==> config.mk <==
export PLATFORM = sky130hd
export DESIGN_NAME = alu_driver_flat
export DESIGN_NICKNAME = d
export VERILOG_FILES = /design/src/rtl/alu_driver_if.sv /design/src/rtl/alu_driver.sv /design/src/flat_wrapper.sv
export SDC_FILE = /design/constraint.sdc
export NUM_CORES = 1
export LEC_CHECK = 0
export BUFFER_PORTS_ARGS = -buffer_cell sky130_fd_sc_hd__clkbuf_2
export CAP_MARGIN = 30
export CORE_MARGIN = 2
export CORE_UTILIZATION = 35
export DETAILED_ROUTE_END_ITERATION = 10
export PLACE_DENSITY_LB_ADDON = 0.05
export REMOVE_ABC_BUFFERS = 1
export SLEW_MARGIN = 10
export SYNTH_ARGS = -nofsm -noshare
export SYNTH_HDL_FRONTEND = slang
export SYNTH_SLANG_ARGS = --single-unit
==> constraint.sdc <==
create_clock -name clk -period 4.56 [get_ports clk]
set_input_delay 0.228 -clock clk [delete_from_list [all_inputs] [get_ports clk]]
set_output_delay 0.228 -clock clk [all_outputs]
set_load 0.05 [all_outputs]
==> src/rtl/alu_driver_if.sv <==
// rtl/alu_driver_if.sv - signal bundle between a command source, alu_driver and the alu
//
// Purpose: groups the request channel, the ALU-facing drive/result signals and
// the response channel so they can be passed as a single port.
//
// Signals:
//   req_valid/req_ready   request handshake
//   req_a/req_b/req_op    request operands and op code
//   alu_a/alu_b/alu_op    operand/op drive toward the alu
//   alu_en                one-cycle enable strobe toward the alu
//   alu_result            result returned by the alu
//   rsp_valid/rsp_ready   response handshake
//   rsp_result            captured result
//   busy                  driver is not idle
//   done_count            completed responses, wraps at 16 bits
//
// Modports:
//   master  command source side (also supplies alu_result from the alu)
//   slave   alu_driver side
interface alu_driver_if #(
    parameter int WIDTH = 32
);
    logic             req_valid;
    logic             req_ready;
    logic [WIDTH-1:0] req_a;
    logic [WIDTH-1:0] req_b;
    logic [1:0]       req_op;

    logic [WIDTH-1:0] alu_a;
    logic [WIDTH-1:0] alu_b;
    logic [1:0]       alu_op;
    logic             alu_en;
    logic [WIDTH-1:0] alu_result;

    logic             rsp_valid;
    logic             rsp_ready;
    logic [WIDTH-1:0] rsp_result;

    logic             busy;
    logic [15:0]      done_count;

    modport master (
        output req_valid, req_a, req_b, req_op, rsp_ready, alu_result,
        input  req_ready, alu_a, alu_b, alu_op, alu_en, rsp_valid, rsp_result,
               busy, done_count
    );

    modport slave (
        input  req_valid, req_a, req_b, req_op, rsp_ready, alu_result,
        output req_ready, alu_a, alu_b, alu_op, alu_en, rsp_valid, rsp_result,
               busy, done_count
    );
endinterface

==> src/rtl/alu_driver.sv <==
// rtl/alu_driver.sv - request-side sequencer that issues one op to the alu and returns its result
//
// Purpose: accepts one operation at a time, drives the alu operands/op, pulses
// alu_en for a single cycle, waits ALU_LAT cycles, captures the result and
// presents it on the response channel until it is taken.
//
// Parameters:
//   WIDTH    operand/result width
//   ALU_LAT  cycles from the alu_en cycle until alu_result is valid (1..15)
//
// Ports:
//   clk      rising-edge clock
//   rst      asynchronous active-high reset
//   bus      alu_driver_if.slave: request, alu-side and response signals
module alu_driver #(
    parameter int WIDTH   = 32,
    parameter int ALU_LAT = 1
) (
    input  logic         clk,
    input  logic         rst,
    alu_driver_if.slave  bus
);

    typedef enum logic [1:0] {
        S_IDLE  = 2'd0,
        S_ISSUE = 2'd1,
        S_WAIT  = 2'd2,
        S_RESP  = 2'd3
    } state_t;

    localparam logic [3:0] LAT_LOAD = 4'(ALU_LAT);

    state_t           r_state;
    state_t           w_state_nxt;

    logic [3:0]       r_cnt;
    logic [WIDTH-1:0] r_alu_a;
    logic [WIDTH-1:0] r_alu_b;
    logic [1:0]       r_alu_op;
    logic [WIDTH-1:0] r_rsp_result;
    logic [15:0]      r_done_count;

    logic             w_accept;
    logic             w_load;
    logic             w_dec;
    logic             w_capture;
    logic             w_rsp_fire;

    // State register
    always_ff @(posedge clk or posedge rst) begin
        if (rst) begin
            r_state <= S_IDLE;
        end else begin
            r_state <= w_state_nxt;
        end
    end

    // Next-state and datapath strobes
    always_comb begin
        w_state_nxt = r_state;
        w_accept    = 1'b0;
        w_load      = 1'b0;
        w_dec       = 1'b0;
        w_capture   = 1'b0;
        w_rsp_fire  = 1'b0;
        case (r_state)
            S_IDLE: begin
                if (bus.req_valid) begin
                    w_accept    = 1'b1;
                    w_state_nxt = S_ISSUE;
                end
            end
            S_ISSUE: begin
                w_load      = 1'b1;
                w_state_nxt = S_WAIT;
            end
            S_WAIT: begin
                // The count reaching 1 marks the last wait cycle, in which
                // alu_result is already valid and can be sampled.
                if (r_cnt == 4'd1) begin
                    w_capture   = 1'b1;
                    w_state_nxt = S_RESP;
                end else begin
                    w_dec = 1'b1;
                end
            end
            S_RESP: begin
                if (bus.rsp_ready) begin
                    w_rsp_fire  = 1'b1;
                    w_state_nxt = S_IDLE;
                end
            end
            default: begin
                w_state_nxt = S_IDLE;
            end
        endcase
    end

    // Operand registers hold the last issued request until the next accept.
    always_ff @(posedge clk or posedge rst) begin
        if (rst) begin
            r_alu_a  <= '0;
            r_alu_b  <= '0;
            r_alu_op <= 2'd0;
        end else if (w_accept) begin
            r_alu_a  <= bus.req_a;
            r_alu_b  <= bus.req_b;
            r_alu_op <= bus.req_op;
        end
    end

    // Latency counter
    always_ff @(posedge clk or posedge rst) begin
        if (rst) begin
            r_cnt <= 4'd0;
        end else if (w_load) begin
            r_cnt <= LAT_LOAD;
        end else if (w_dec) begin
            r_cnt <= r_cnt - 4'd1;
        end
    end

    // Result capture; stable for the whole RESP stall.
    always_ff @(posedge clk or posedge rst) begin
        if (rst) begin
            r_rsp_result <= '0;
        end else if (w_capture) begin
            r_rsp_result <= bus.alu_result;
        end
    end

    // Completion counter, free-running wrap at 16 bits.
    always_ff @(posedge clk or posedge rst) begin
        if (rst) begin
            r_done_count <= 16'd0;
        end else if (w_rsp_fire) begin
            r_done_count <= r_done_count + 16'd1;
        end
    end

    // req_ready is gated by rst so it reads low for the whole reset pulse,
    // not just after the state register has been cleared.
    assign bus.req_ready  = (r_state == S_IDLE) && !rst;
    assign bus.alu_en     = (r_state == S_ISSUE);
    assign bus.rsp_valid  = (r_state == S_RESP);
    assign bus.busy       = (r_state != S_IDLE);
    assign bus.alu_a      = r_alu_a;
    assign bus.alu_b      = r_alu_b;
    assign bus.alu_op     = r_alu_op;
    assign bus.rsp_result = r_rsp_result;
    assign bus.done_count = r_done_count;

endmodule

==> src/flat_wrapper.sv <==
// flat-port wrapper written by rule: the top's interface ports become plain ports
module alu_driver_flat 
#(
    parameter int WIDTH   = 32,
    parameter int ALU_LAT = 1
)
  (clk, rst, bus_req_valid, bus_req_a, bus_req_b, bus_req_op, bus_rsp_ready, bus_alu_result, bus_req_ready, bus_alu_a, bus_alu_b, bus_alu_op, bus_alu_en, bus_rsp_valid, bus_rsp_result, bus_busy, bus_done_count);
  alu_driver_if #(.WIDTH(WIDTH)) bus_i ();
  input  logic clk;
  input  logic rst;
  input wire logic [$bits(bus_i.req_valid)-1:0] bus_req_valid;
  input wire logic [$bits(bus_i.req_a)-1:0] bus_req_a;
  input wire logic [$bits(bus_i.req_b)-1:0] bus_req_b;
  input wire logic [$bits(bus_i.req_op)-1:0] bus_req_op;
  input wire logic [$bits(bus_i.rsp_ready)-1:0] bus_rsp_ready;
  input wire logic [$bits(bus_i.alu_result)-1:0] bus_alu_result;
  output wire logic [$bits(bus_i.req_ready)-1:0] bus_req_ready;
  output wire logic [$bits(bus_i.alu_a)-1:0] bus_alu_a;
  output wire logic [$bits(bus_i.alu_b)-1:0] bus_alu_b;
  output wire logic [$bits(bus_i.alu_op)-1:0] bus_alu_op;
  output wire logic [$bits(bus_i.alu_en)-1:0] bus_alu_en;
  output wire logic [$bits(bus_i.rsp_valid)-1:0] bus_rsp_valid;
  output wire logic [$bits(bus_i.rsp_result)-1:0] bus_rsp_result;
  output wire logic [$bits(bus_i.busy)-1:0] bus_busy;
  output wire logic [$bits(bus_i.done_count)-1:0] bus_done_count;
  assign bus_i.req_valid = bus_req_valid;
  assign bus_i.req_a = bus_req_a;
  assign bus_i.req_b = bus_req_b;
  assign bus_i.req_op = bus_req_op;
  assign bus_i.rsp_ready = bus_rsp_ready;
  assign bus_i.alu_result = bus_alu_result;
  assign bus_req_ready = bus_i.req_ready;
  assign bus_alu_a = bus_i.alu_a;
  assign bus_alu_b = bus_i.alu_b;
  assign bus_alu_op = bus_i.alu_op;
  assign bus_alu_en = bus_i.alu_en;
  assign bus_rsp_valid = bus_i.rsp_valid;
  assign bus_rsp_result = bus_i.rsp_result;
  assign bus_busy = bus_i.busy;
  assign bus_done_count = bus_i.done_count;
  alu_driver #(.WIDTH(WIDTH), .ALU_LAT(ALU_LAT)) u_core (.clk(clk), .rst(rst), .bus(bus_i));
endmodule
==> flow_summary.yaml, run 1 <==
placement:
  post-dp-hpwl_um: 8082
  gp_congestion: 0.6932
  portBuffers: 219
  dp_slack_ps: 2108
  place_area_um2: 6131
worst_setup_path:
  reg2reg_depth: 5
  cp_max_fo: 32
  endpoint: "u_core.bus.rsp_result[29]"
  r2r-end: "u_core.bus.rsp_result[29]"
  setup.worst_path.end_class: "register"
  arrival_ps: 2430
  worst_ep_required_time_ps: 4850
  reg2reg_from: "u_core.r_cnt[1]"
  r2r_slack_ps: 2420
  critPathLaunch: "u_core.r_cnt[1]"
  path_class: "register to register"
  start_kind: "register"
floorplanning:
  initial_core_util: 0.3615
  die_h_um: 121.7
  ios: 220
  die_area_um2: 14800
  die_w_um: 121.7
  core_um2: 13400
  core.rowCount: 42
yosys:
  synth-simple-area-share: 0.04339
  synth-seq-cells: 120
  synth_compound_area_frac: 0.002841
  synthXorXnorAreaFrac: 0.03254
  yosys_warnings: 0
  postSynthAreaPerCell_um2: 15.88
  synth_fa_ha_area_frac: 0.02066
  netlist_area_um2: 4845
  synth_top_family_by_area: "multiplexers"
  synthMuxAreaShare: 0.2577
  synth_area_leaders: "dfrtp_1 62%, mux2_2 16%, mux2_4 9.3%"
  synth_top_area_cell: "dfrtp_1"
  ys_seq_area_frac: 0.6198
  netlist.area_leader.share: 0.6198
  syn-instance-count: 305
  ys_types: 27
cts:
  path_clk_slew_ps: 50
  cts_tree: "built"
  clock_latency_ps: 400
  cts_resized: 0
  cts_max_path_buffers: 2
  cts_max_level: 4
  numClockSinks: 120
  numCtsBuffers: 17
  cts-root-buf: "clkbuf_16"
global_route:
  grt_pass1_vias: 3347
  grt.overflow.total: 0
  grt_pass1_wl_um: 17130
  grt_start_max_net_pins: 59
  track_usage: 0.1533
  grt_antenna_before_repair: 0
routing:
  drc: 0
  avgRoutedWirePerCell_um: 15.04
  viasPerCell: 4.474
  route.antenna.remaining_nets: 0
  first_iter_violations: 138
  first_pass_iters: 4
  drt_wl_total_um: 10900
  num_vias: 3244
layout:
  n_fill_cell: 1232
  post-route-cell-area_um2: 6689
  layout.nets: 648
  layout-drive-gt1-share: 0.6430
  area_growth_pct: 38.07
  num_antenna_cells: 0
sta:
  max_freq_mhz: 466.7
  finalSetupViolations: 0
  finalCriticalPeriod_ps: 2143
  final.setup.tns_ps: 0
  tightest_slew_ps: 744.1
  rsz0062_at_grt: "false"
  maxSlewViolCount: 0
  hold_viol_final: 0
  holdWs_ps: 52.14
  period_share: 0.4699
  setup_slack_ps: 2417
  slew_headroom: 0.5039
  skew_ps: 6.246
outcome:
  status: "finished clean"
flow_run:
  drv_cap: 0
worst_hold_path:
  hp-class: "input pin to register"
  hold_path.startpoint: "bus_alu_result[4]"
## layer usage
| metal | vias to the layer above | global-route usage | share of wire |
|---|---|---|---|
| met5 | - | 0 | 0 |
| met4 | 0 | 0.07615 | 0.026 |
| met3 | 19 | 0.05805 | 0.070 |
| met2 | 121 | 0.2402 | 0.49 |
| met1 | 1588 | 0.1857 | 0.42 |
| li1 | 1516 | - | - |
## kinds of logic (layout without fill, tap and decap cells)
logic type,count (synthesis),in the layout
AO/OA/AOI/OAI,2,2
XOR/XNOR,18,18
adder cells (fa/ha/maj),8,8
buffers and inverters,19,263
flip-flops,120,120
multiplexers,101,101
AND/OR/NAND/NOR,37,37
## critical path, cell delays in order (launching register included)
cell and delay (ps):
dfrtp_1 390, inv_1 90, ha_1 130, or3b_4 420
nor2_8 580, mux2_2 410
## metrics by stage
stage | utilization | std cells
after floorplan | - | 295
after global placement | 0.4555 | 692
after detailed placement | 0.4575 | 693
after CTS | 0.4977 | 724
after global routing | 0.4992 | 725
final | 0.4992 | 725
## flip-flops by register name (all words and copies together) (netlist names)
register / cells
u_core.bus.alu_a: 32
u_core.bus.alu_b: 32
u_core.bus.alu_op: 2
u_core.bus.done_count: 16
u_core.bus.rsp_result: 32
u_core.r_cnt: 4
u_core.r_state: 2
## area by class of cell
type | count | area (µm²) | area share
Clock buffer | 27 | 513.0 | 0.07669
Clock inverter | 3 | 15.01 | 0.002245
Inverter | 9 | 36.28 | 0.005425
Multi-Input combinational cell | 166 | 1733 | 0.2591
Sequential cell | 120 | 3003 | 0.4489
Tap cell | 176 | 220.2 | 0.03292
Timing Repair Buffer | 224 | 1169 | 0.1747
## how the worst min path moves through the flow
stage	end	slack (ps)	depth (start not counted)
floorplan	u_core.bus.rsp_result[0]	380	1
detailed placement	u_core.r_cnt[0]	240	2
global placement	u_core.bus.rsp_result[3]	460	2
global route	u_core.bus.rsp_result[1]	30	2
CTS	u_core.bus.alu_b[16]	30	2
finish	u_core.bus.rsp_result[4]	50	2
## placed cells by master (no fill, tap or decap), types with 2 or more instances in the layout
cell	count
xor2_1	7
nor2_1	10
clkbuf_1	5
nand3_1	7
clkbuf_2	219
dfrtp_1	120
xnor2_1	11
buf_4	2
clkinv_2	3
mux2_4	30
clkbuf_16	17
inv_1	8
ha_1	8
clkbuf_8	5
mux2_2	69
nand2_1	5
nand4_1	4
and3_1	2
## timing repair
| action | in CTS | in global routing |
|---|---|---|
| hold buffers | 1 | 0 |
| buffers inserted | 0 | 0 |
| hold endpoints to repair | 23 | 0 |
## synthesized netlist by cell type
cell and n:
or3b_4 1, and2_1 1, mux2_4 30, buf_2 5, nor2_1 10, nand2b_1 1, nand2_1 6, ha_1 8
a211oi_1 1, inv_1 9, dfrtp_1 120, o22ai_1 1, nand4_1 4, and3_1 2, nor3_1 1, buf_8 3
mux2_2 69, mux2_1 1, and2_4 1, xor2_1 7, nor2_4 1, nand3_1 7, and4_1 1, clkbuf_1 2
mux2i_1 1, nor2_8 1, xnor2_1 11
Power of run 1 is left out: the tool's default activity adds up to more than one toggle a clock period on the data nets, which glitch-free logic cannot reach.
==> inputs of run 2 (changes only) <==
==> constraint.sdc (replaced) <==
create_clock -name clk -period 1.9 [get_ports clk]
set_input_delay 0.095 -clock clk [delete_from_list [all_inputs] [get_ports clk]]
set_output_delay 0.095 -clock clk [all_outputs]
set_load 0.05 [all_outputs]
==> run 2 against run 1 <==
Net effect:
- sequential share of layout area fell by 6.7 points
- critical path type unchanged
- die area unchanged
- wire length rose by 13%
- setup slack got worse by 2400 ps
==> flow_summary.yaml, run 2 (synthesis gave the netlist of run 1 again) <==
sta:
  slew_headroom: 0.6899
  max_freq_mhz: 541.1
  hold_viol_final: 0
  finalCriticalPeriod_ps: 1848
  tightest_slew_ps: 465.1
  finalSetupViolations: 0
  period_share: 0.9726
  holdWs_ps: 150.1
  maxSlewViolCount: 0
  skew_ps: 5.657
floorplanning:
  core_um2: 13400
  die_area_um2: 14800
  ios: 220
  die_w_um: 121.7
  core.rowCount: 42
  initial_core_util: 0.3615
  die_h_um: 121.7
routing:
  drt_wl_total_um: 12310
  num_vias: 3631
  drc: 0
  first_iter_violations: 90
  viasPerCell: 4.359
  route.antenna.remaining_nets: 0
  first_pass_iters: 4
  avgRoutedWirePerCell_um: 14.77
worst_setup_path:
  worst_ep_required_time_ps: 2190
  cp_max_fo: 10
  cp_cell_sequence: "inv_1, ha_1, or3b_4, nor2_8, buf_12, mux2_4"
  critPathTopFamily: "simple AND/OR/NAND/NOR gates"
  reg2reg_from: "u_core.r_cnt[1]"
  setup.worst_path.end_class: "register"
  path_buf_inv: 2
  path_class: "register to register"
  cpPeakStageDelay_ps: 420
  crit_slowest_cell: "or3b_4"
  reg2reg_depth: 6
  arrival_ps: 2140
  r2r_slack_ps: 50
  start_kind: "register"
  r2r-end: "u_core.bus.rsp_result[8]"
layout:
  layout_commonest_cell: "clkbuf_2"
  area_growth_pct: 62.42
  final_cell_mix: "219 x clkbuf_2, 120 x dfrtp_1, 100 x dlygate4sd3_1"
  layout-drive-gt1-share: 0.5571
  final_cells: 833
  n_fill_cell: 1101
  num_antenna_cells: 0
  post-route-cell-area_um2: 7869
  layout.nets: 756
power_and_ir_drop:
  cellPowerDensity_nw_per_um2: 2032
  p_comb_frac: 0.525
  switching_share: 0.4647
  ir_drop_mv: 1.122
  cell_internal_pwr_w: 0.008557
  sequentialPowerShare: 0.274
  clock_power_share: 0.201
  p_leak_nw: 3.948
  switchingPower_w: 0.007429
  p_total_w: 0.01599
worst_hold_path:
  hp-class: "input pin to register"
  whs_path_depth: 4
  min_to: "u_core.r_state[0]"
  hold_path.startpoint: "bus_req_valid"
flow_run:
  drv_cap: 0
cts:
  path_clk_slew_ps: 50
  cts-root-buf: "clkbuf_16"
  clock_latency_ps: 400
  numCtsBuffers: 17
  cts_resized: 0
  cts_tree: "built"
  cts_max_level: 4
  numClockSinks: 120
  cts_max_path_buffers: 2
global_route:
  use_met1: 0.2033
  grt_util_met2: 0.2925
  grt_pass1_vias: 3930
  grt_pass1_wl_um: 19490
  busiest_layer: "met2"
  grt_antenna_before_repair: 0
  track_usage: 0.1725
  grt.overflow.total: 0
  grt_start_max_net_pins: 56
  use_met3: 0.05852
placement:
  place_inst: 701
  place_area_um2: 6259
  portBuffers: 219
  post-dp-hpwl_um: 8358
  gp_congestion: 0.7557
outcome:
  status: "finished clean"
-- run 2: cell count changes in the layout (fill, tap and decap cells not counted), sizes merged --
cell	delta
buf	+9
bufinv	+3
clkbuf	-6
dlygate4sd3	+99
clkinv	+3
-- run 2: per-stage QoR --
step	worst slack (ps)	TNS [ps]	utilization
floorplan	-1381	-213680	-
global placement	77.43	0	0.4670
detailed placement	49.46	0	0.4670
CTS	39.25	0	0.5861
global route	-6.788	-18.58	0.5872
finish	52.08	0	0.5872
-- run 2: worst max path at each step --
stage | from | endpoint | slack [ps] | depth (start not counted)
finish | u_core.r_cnt[1] | u_core.bus.rsp_result[8] | 50 | 6
floorplan | rst | u_core.bus.alu_a[0] | -1380 | 1
global route | u_core.r_cnt[1] | u_core.bus.rsp_result[11] | -7 | 6
global placement | u_core.r_cnt[1] | u_core.bus.rsp_result[30] | 80 | 6
CTS | u_core.r_cnt[1] | u_core.bus.rsp_result[11] | 40 | 6
detailed placement | u_core.r_cnt[1] | u_core.bus.rsp_result[15] | 50 | 6
-- run 2: power by group through the flow --
stage / sequential [W] / clock (W) / combinational (W)
2_1_floorplan: 0.00828 / 0 / 0.00232
3_3_place_gp: 0.00437 / 0 / 0.00818
3_5_place_dp: 0.00439 / 0 / 0.00825
4_1_cts: 0.00437 / 0.00331 / 0.00842
5_1_grt: 0.00452 / 0.00343 / 0.00876
6_report: 0.00437 / 0.00321 / 0.00840
-- run 2: final cells by class --
class | instances | area, µm² | share of cell area
clock buffers | 21 | 470.5 | 0.05979
clock inverters | 9 | 123.9 | 0.01574
inverters | 9 | 36.28 | 0.004611
multi-input cells | 166 | 1733 | 0.2202
flip-flops and latches | 120 | 3003 | 0.3816
well taps | 176 | 220.2 | 0.02799
repair buffers | 332 | 2282 | 0.2900
-- run 2: worst register-to-register path, stage by stage, from the launching register on --
cell and delay, ps:
dfrtp_1 390, inv_1 80, ha_1 140, or3b_4 420
nor2_8 220, buf_12 180, mux2_4 310
-- run 2: layer usage --
metal  vias to the layer above  routed length (µm)
met4                         0                 201
met2                       123                6340
met5                         -                   0
met1                      1756                4978
met3                        16                 786
li1                       1736                   -
-- run 2: repair_timing --
item	in CTS	in global routing
endpoints found under the hold margin	131	0
setup endpoints to repair	0	10
hold buffers	100	0
buffers inserted	0	2
Power figures use the tool's default switching activity.
==> inputs of run 3 (changes only) <==
--- a/config.mk
+++ b/config.mk
@@ -7,11 +7,12 @@
 export LEC_CHECK = 0
 export BUFFER_PORTS_ARGS = -buffer_cell sky130_fd_sc_hd__clkbuf_2
 export CAP_MARGIN = 30
-export CORE_MARGIN = 2
+export CORE_MARGIN = 3
 export CORE_UTILIZATION = 35
 export DETAILED_ROUTE_END_ITERATION = 10
 export PLACE_DENSITY_LB_ADDON = 0.05
 export REMOVE_ABC_BUFFERS = 1
+export SKIP_LAST_GASP = 1
 export SLEW_MARGIN = 10
 export SYNTH_ARGS = -nofsm -noshare
 export SYNTH_HDL_FRONTEND = slang
==> run 3 against run 2 <==
Net effect:
- clock skew down 1.8 ps
- critical path depth unchanged
- first-iteration DRC count up 2.2%
- final area about the same
- clock-buffer cell count up 2
- sequential share of layout area about the same
- cell count up 0.48%
- register-to-register slack about the same
- critical endpoint is now u_core.bus.rsp_result[22]
==> flow_summary.yaml, run 3 (synthesis gave the netlist of run 1 again) <==
routing:
  route.antenna.remaining_nets: 0
  viasPerCell: 4.380
  avgRoutedWirePerCell_um: 15.03
  first_iter_violations: 92
  num_vias: 3666
  drt_wl_total_um: 12580
  first_pass_iters: 4
  drc: 0
floorplanning:
  core.rowCount: 42
  die_h_um: 123.7
  ios: 220
  core_um2: 13400
  initial_core_util: 0.3615
  die_w_um: 123.7
  die_area_um2: 15290
layout:
  final_cells: 837
  area_growth_pct: 62.34
  layout_commonest_cell: "clkbuf_2"
  final_cell_mix: "219 x clkbuf_2, 119 x dfrtp_1, 100 x dlygate4sd3_1"
  layout-drive-gt1-share: 0.5598
  layout.nets: 758
  num_antenna_cells: 0
sta:
  rsz0062_at_grt: "true"
  finalSetupViolations: 0
  tightest_slew_ps: 539.7
  slew_headroom: 0.6402
  maxSlewViolCount: 0
  finalCriticalPeriod_ps: 1863
  skew_ps: 3.882
  hold_viol_final: 0
  final.setup.tns_ps: 0
  period_share: 0.9804
  max_freq_mhz: 536.8
power_and_ir_drop:
  cellPowerDensity_nw_per_um2: 2027
  p_leak_nw: 3.941
  ir_drop_mv: 0.9155
placement:
  place_inst: 701
  gp_congestion: 0.7181
  post-dp-hpwl_um: 8558
  portBuffers: 219
global_route:
  grt_start_max_net_pins: 47
  grt_pass1_vias: 3932
  grt_antenna_before_repair: 0
  grt.overflow.total: 0
  grt_pass1_wl_um: 19380
  track_usage: 0.1655
worst_hold_path:
  hp-class: "input pin to register"
  whs_path_depth: 4
cts:
  cts-root-buf: "clkbuf_16"
  cts_tree: "built"
  numCtsBuffers: 17
  cts_max_level: 4
  clock_latency_ps: 400
  cts_max_path_buffers: 2
  numClockSinks: 120
  path_clk_slew_ps: 50
worst_setup_path:
  cp.depth: 6
  r2r-end: "u_core.bus.rsp_result[22]"
  cpPeakStageDelay_ps: 420
  path_class: "register to register"
  crit_slowest_cell: "or3b_4"
  critPathTopFamily: "simple AND/OR/NAND/NOR gates"
  path_buf_inv: 2
  worst_ep_required_time_ps: 2190
  cp_cell_sequence: "inv_2, ha_4, or3b_4, nor2_8, clkbuf_16, mux2_4"
  r2r_slack_ps: 40
  setup.worst_path.end_class: "register"
  reg2reg_depth: 6
  cp_max_fo: 8
  reg2reg_from: "u_core.r_cnt[1]"
  start_kind: "register"
  critPathLaunch: "u_core.r_cnt[1]"
  endpoint: "u_core.bus.rsp_result[22]"
  arrival_ps: 2150
outcome:
  status: "finished clean"
flow_run:
  drv_cap: 0
run 3: worst min path at each step:
| stage | startpoint | endpoint | slack, ps |
|---|---|---|---|
| 3_5_place_dp | rst | u_core.bus.alu_b[26] | 190 |
| 5_1_grt | bus_req_valid | u_core.r_state[0] | 160 |
| 4_1_cts | bus_req_valid | u_core.r_state[0] | 130 |
| 3_3_place_gp | rst | u_core.bus.alu_b[16] | 190 |
| 6_report | bus_req_valid | u_core.r_state[0] | 140 |
| 2_1_floorplan | bus_alu_result[0] | u_core.bus.rsp_result[0] | 240 |
run 3: repair_timing:
item                                    4_1_cts  5_1_grt
hold buffers                                100        0
resized for setup                             0        5
hold endpoints to repair                    138        0
endpoints found under the setup margin        0       21
buffers inserted                              0        3
run 3: area by class of cell:
cell class	instances	area, µm²
fillers	1112	5535
multi-input cells	166	1745
clock inverters	9	122.6
inverters	9	36.28
clock buffers	23	467.9
well taps	176	220.2
repair buffers	334	2268
flip-flops and latches	120	3004
run 3: stage by stage:
stage               worst slack [ps]  power [W]  instance area (µm²)  hold slack, ps    util
finish                         37.23    0.01594                 7865           138.6  0.5869
global route                  -38.65    0.01669                 7865           164.1  0.5869
CTS                            38.25    0.01601                 7800           130.8  0.5821
detailed placement             51.35    0.01258                 6208           191.7  0.4633
global placement               81.49    0.01247                 6208           190.5  0.4633
floorplan                      -1381    0.01060                 4767           243.1       -
run 3: layer usage:
layer | vias to the layer above | global-route usage | share of wire | routed length [µm]
li1 | 1732 | - | - | -
met1 | 1785 | 0.1804 | 0.39 | 4882
met2 | 124 | 0.2933 | 0.52 | 6523
met3 | 25 | 0.05359 | 0.070 | 886
met4 | 0 | 0.07266 | 0.023 | 290
met5 | - | 0 | 0 | 0
run 3: power breakdown:
group	internal, W	switching (W)
clock network	0.00212	0.00108
registers	0.00372	0.000653
logic	0.00268	0.00569
total	0.00852	0.00742
run 3: worst min-delay path: cells and delay by family:
| family | cells | cell delay (ps) |
|---|---|---|
| buffers and inverters | 1 | 90 |
| AO/OA/AOI/OAI | 1 | 110 |
| AND/OR/NAND/NOR | 1 | 110 |
| multiplexers | 1 | 80 |
